--- src/rtl/buffer_load_unit.sv ---
// Stream-to-BufferRAM loader: writes N_ITEMS = 1<<WIDTH words to addresses 0..N_ITEMS-1, pulses load_done.
// Optional checksum port is built only when LOAD_UNIT_CHECKSUM_EN is defined.
module buffer_load_unit #(
  parameter int unsigned WIDTH  = 10,
  parameter int unsigned DATA_W = 16
) (
  input  logic                      clk,
  input  logic                      rst,
  input  logic                      start,
  input  logic                      abort,
  input  logic                      in_valid,
  input  logic [DATA_W-1:0]         in_data,
  output logic                      in_ready,
  // Packed write port: {raddr, rden, waddr, wdata, wren}; read fields are tied to zero.
  output logic [2*WIDTH+DATA_W+1:0] ram_inputs,
  output logic                      load_working,
  output logic                      load_done,
  output logic [WIDTH:0]            load_count
`ifdef LOAD_UNIT_CHECKSUM_EN
  ,
  output logic [DATA_W-1:0]         checksum
`endif
);

  typedef struct packed {
    logic [WIDTH-1:0]  raddr;
    logic              rden;
    logic [WIDTH-1:0]  waddr;
    logic [DATA_W-1:0] wdata;
    logic              wren;
  } ram_in_t;

  typedef enum logic [1:0] {StIdle, StLoad, StFlush} state_e;

  state_e            state_q, state_d;
  logic [WIDTH-1:0]  cnt_q, cnt_d;
  logic [WIDTH:0]    count_q, count_d;
  logic              wren_q, wren_d;
  logic [WIDTH-1:0]  waddr_q, waddr_d;
  logic [DATA_W-1:0] wdata_q, wdata_d;
  logic              done_q, done_d;
  logic              accept;
  ram_in_t           ram_s;

  assign in_ready = (state_q == StLoad) && !abort;
  assign accept   = in_valid && in_ready;

  always_comb begin
    state_d = state_q;
    cnt_d   = cnt_q;
    count_d = count_q;
    wren_d  = 1'b0;
    waddr_d = waddr_q;
    wdata_d = wdata_q;
    done_d  = 1'b0;
    if (abort) begin
      state_d = StIdle;
    end else begin
      case (state_q)
        StIdle: begin
          if (start) begin
            state_d = StLoad;
            cnt_d   = '0;
            count_d = '0;
          end
        end
        StLoad: begin
          if (accept) begin
            wren_d  = 1'b1;
            waddr_d = cnt_q;
            wdata_d = in_data;
            cnt_d   = cnt_q + WIDTH'(1);
            count_d = count_q + (WIDTH+1)'(1);
            // Last word: its write and load_done land together in FLUSH.
            if (cnt_q == {WIDTH{1'b1}}) begin
              state_d = StFlush;
              done_d  = 1'b1;
            end
          end
        end
        StFlush: state_d = StIdle;
        default: state_d = StIdle;
      endcase
    end
  end

  always_ff @(posedge clk) begin
    if (rst) begin
      state_q <= StIdle;
      cnt_q   <= '0;
      count_q <= '0;
      wren_q  <= 1'b0;
      waddr_q <= '0;
      wdata_q <= '0;
      done_q  <= 1'b0;
    end else begin
      state_q <= state_d;
      cnt_q   <= cnt_d;
      count_q <= count_d;
      wren_q  <= wren_d;
      waddr_q <= waddr_d;
      wdata_q <= wdata_d;
      done_q  <= done_d;
    end
  end

`ifdef LOAD_UNIT_CHECKSUM_EN
  logic [DATA_W-1:0] csum_q, csum_d;

  always_comb begin
    csum_d = csum_q;
    if (!abort && (state_q == StIdle) && start) begin
      csum_d = '0;
    end else if (accept) begin
      csum_d = csum_q ^ in_data;
    end
  end

  always_ff @(posedge clk) begin
    if (rst) begin
      csum_q <= '0;
    end else begin
      csum_q <= csum_d;
    end
  end

  assign checksum = csum_q;
`endif

  always_comb begin
    ram_s       = '0;
    ram_s.wren  = wren_q;
    ram_s.waddr = waddr_q;
    ram_s.wdata = wdata_q;
  end

  assign ram_inputs   = ram_s;
  assign load_working = (state_q != StIdle);
  assign load_done    = done_q;
  assign load_count   = count_q;

endmodule

--- config.mk ---
export PLATFORM = sky130hd
export DESIGN_NAME = buffer_load_unit
export DESIGN_NICKNAME = d
export VERILOG_FILES = /design/src/rtl/buffer_load_unit.sv
export SDC_FILE = /design/constraint.sdc
export NUM_CORES = 1
export LEC_CHECK = 0
export BUFFER_PORTS_ARGS = -buffer_cell sky130_fd_sc_hd__clkbuf_2
export CORE_ASPECT_RATIO = 2
export CORE_MARGIN = 2
export CORE_UTILIZATION = 36
export DETAILED_ROUTE_END_ITERATION = 7
export HOLD_SLACK_MARGIN = 0.08
export SLEW_MARGIN = 20
export SYNTH_ARGS = -nofsm -noshare
export SYNTH_HDL_FRONTEND = slang
export SYNTH_SLANG_ARGS = --single-unit
--- constraint.sdc ---
create_clock -name clk -period 2.1 [get_ports clk]
set_clock_uncertainty 0.15 [all_clocks]
set_input_delay 0.105 -clock clk [delete_from_list [all_inputs] [get_ports clk]]
set_output_delay 0.105 -clock clk [all_outputs]
set_load 0.02 [all_outputs]
==> results.cfg <==
[worst_setup_path]
critPathMaxStageDelay_ns = 0.46
cp.depth = 4
reg2reg_depth = 4
timing.rr.end = load_count[6]$_SDFFE_PP0P_
reg2reg_slack_ns = 0.27
path_max_fanout = 7
crit_path_start_kind = register
path_delay_family = compound AO/OA/AOI/OAI gates
crit_buf_inv = 0
path_class = register to register
critPathArrivalTime_ns = 1.87
crit_slowest_cell = a21oi_1
r2r-start = state_q[0]$_SDFFE_PP0P_
crit_required_ns = 2.14
worstPathCellList = mux2_2, a21oi_1, o21ai_0, o41ai_1
end_kind = register

[power_and_ir_drop]
power_density_mw_per_mm2 = 683.7
max-vdd-ir-drop_mv = 0.4727
leakage_nw = 1.153

[die]
die-area_mm2 = 0.006672
fp-row-count = 40
io-pin-count = 73
die_y_um = 113.5
initial_core_util_pct = 36.57
fp.coreArea_mm2 = 0.005906
die_width_um = 58.77

[route]
vias_per_cell = 5.113
finalWirelength_mm = 5.482
drc_errors = 4
drt_pre_antenna_iters = 6
avgRoutedWirePerCell_um = 13.44
vias = 2086
drtIter0Drc = 72
drtAntennaViolNets = 0

[status]
violations = DRC
status = complete, but fails checks

[synth]
synth_cells = 266
ys_async_sr_fraction_pct = 0
synth.top_cell.area_share_pct = 47.28
synth_ff_type = dfxtp_1
synth.most_common_cell = nand2_1
yosysWarnings = 0
ys_seq_area_share_pct = 47.28
yosys.area.top_type = dfxtp_1
synth-edff-count = 0
yosys-top-cells-count = 57 x nand2_1, 51 x dfxtp_1, 39 x a21oi_1
syn_area_mm2 = 0.002160
yosysUniqueCellTypes = 36
synth_seq_cells = 51
yosys-top-cells-area = dfxtp_1 47%, nand2_1 9.9%, a21oi_1 9.0%
syn_area_per_cell_um2 = 8.119

[placed_design]
port_buffers = 61
gp_congestion = 0.8612
hpwl_mm = 3.801

[grt]
grt_pass1_vias = 1946
grt_max_degree = 31
antenna_found_initial = 0
grt_pass1_wl_mm = 8.928
track_usage_pct = 17.04
grt.overflow.total = 0

[clocking]
cts-root-buf = clkbuf_16
cts.sinks = 51
clkLatencyLatePin_ns = 0.29
cts_tree = yes
ctsResizeCount = 0
clk_transition_reported_paths_ns = 0.07
clk_path_buf_depth = 2
cts_inserted_buffers = 5
htree_levels = 2

[timing]
max_freq_mhz = 545.8
setup_viol = 0
slew_viol_final = 0
hold_viol = 0
final.setup.tns_ns = 0
relSlewSlack_pct = 65.48
tightestPinTransition_ns = 0.5178
hold_ws_ns = 0.08109
min_period_over_period_pct = 87.24
min_period_ns = 1.832
rsz0062_at_grt = no

[cells_and_area]
diodes = 0
num-nets-final = 367
drive_gt1_share_pct = 24.06
area_growth_pct = 30.65
n_fill_cell = 613

[min_path]
min_from = in_valid
hold_depth = 4
min_path_type = input pin to register
hold_end = load_count[8]$_SDFFE_PP0P_

[run]
cap_violations = 0
==> cell usage in the layout, fill, tap and decap left out <==
| cell type | count |
|---|---|
| mux2_2 | 1 |
| and2_1 | 2 |
| xor2_1 | 2 |
| a31oi_1 | 4 |
| nand4_1 | 5 |
| dfxtp_1 | 51 |
| xnor2_1 | 2 |
| nor3_1 | 4 |
| nand2_1 | 57 |
| a211oi_1 | 3 |
| o21ai_0 | 11 |
| and4_1 | 2 |
| nor2_2 | 1 |
| clkinv_2 | 3 |
| o21ba_2 | 1 |
| o41ai_1 | 5 |
| clkbuf_2 | 61 |
| inv_1 | 2 |
| nand2b_1 | 1 |
| or3b_2 | 1 |
| or2_2 | 1 |
| buf_12 | 1 |
| nor2_1 | 15 |
| or4_1 | 2 |
| nor3b_4 | 1 |
| nand2_2 | 2 |
| dlygate4sd3_1 | 19 |
| a31o_2 | 1 |
| clkbuf_16 | 5 |
| conb_1 | 11 |
| o21a_1 | 1 |
| nor4_1 | 2 |
| and3_1 | 6 |
| a21oi_1 | 39 |
| or3_1 | 2 |
| nand3_1 | 12 |
| ha_1 | 2 |
| buf_4 | 4 |
==> routing by layer <==
layer / track usage (%) / vias to the layer above / share of wire (%)
li1: - / 1056 / -
met1: 19.77 / 968 / 40
met2: 29.63 / 53 / 54
met3: 3.401 / 9 / 4.2
met4: 6.818 / 0 / 2.1
met5: 0 / - / 0
==> flip-flops by register name, summed over array words and instances, names as in the netlist <==
signal      cells
wren_q          1
load_count     11
cnt_q          10
waddr_q        10
wdata_q        16
load_done       1
state_q         2
==> worst min-delay path, stage by stage <==
cell and delay [ns]:
clkbuf_2 0.11, nand2_2 0.09, or4_1 0.11, o21ai_0 0.06
==> stage by stage <==
step	instances	power (mW)	utilization, %	setup WS [ns]	cell area, um2
6_report	408	1.929	47.78	0.2679	2821
5_1_grt	408	2.001	47.78	0.08674	2821
4_1_cts	408	1.950	47.78	0.2806	2821
3_5_place_dp	381	1.141	42.18	0.3028	2491
3_3_place_gp	381	1.137	42.18	0.3353	2491
2_1_floorplan	276	1.106	-	0.4447	2197
==> how the worst max path moves through the flow <==
stage | from | end | slack (ns)
floorplan | state_q[0]$_SDFFE_PP0P_ | cnt_q[8]$_SDFFE_PP0P_ | 0.44
global placement | state_q[0]$_SDFFE_PP0P_ | load_count[6]$_SDFFE_PP0P_ | 0.34
global route | state_q[0]$_SDFFE_PP0P_ | cnt_q[6]$_SDFFE_PP0P_ | 0.09
finish | state_q[0]$_SDFFE_PP0P_ | load_count[6]$_SDFFE_PP0P_ | 0.27
detailed placement | state_q[0]$_SDFFE_PP0P_ | cnt_q[6]$_SDFFE_PP0P_ | 0.30
CTS | state_q[0]$_SDFFE_PP0P_ | cnt_q[6]$_SDFFE_PP0P_ | 0.28
==> logic make-up after synthesis <==
group,share of synthesized area (%)
AND/OR/NAND/NOR,25.38
AO/OA/AOI/OAI,17.03
flip-flops,47.28
buffers and inverters,6.837
XOR/XNOR,1.623
adder cells (fa/ha/maj),1.159
other,0.1736
multiplexers,0.5214
==> report_power, final <==
part,leakage (nW),switching [mW],total [mW],internal [mW]
Combinational,0.668,0.0969,0.163,0.0659
Sequential,0.411,0.00842,0.984,0.976
Clock,0.0733,0.347,0.782,0.435
Total,1.15,0.452,1.93,1.48
==> repair_timing <==
item / 4_1_cts / 5_1_grt
hold buffers: 19 / 0
buffers inserted: 0 / 0
hold endpoints to repair: 21 / 0
==> layout make-up <==
class / count / area, um2 / share of cell area, %
clock buffer: 5 / 125.1 / 4.435
clock inverter: 3 / 15.01 / 0.5322
inverter: 2 / 7.507 / 0.2661
multi-input combinational: 199 / 1028 / 36.45
sequential: 51 / 1021 / 36.19
tap: 63 / 78.83 / 2.794
timing repair buffer: 85 / 545.5 / 19.33
No activity file was read; power rests on OpenSTA's default activity.
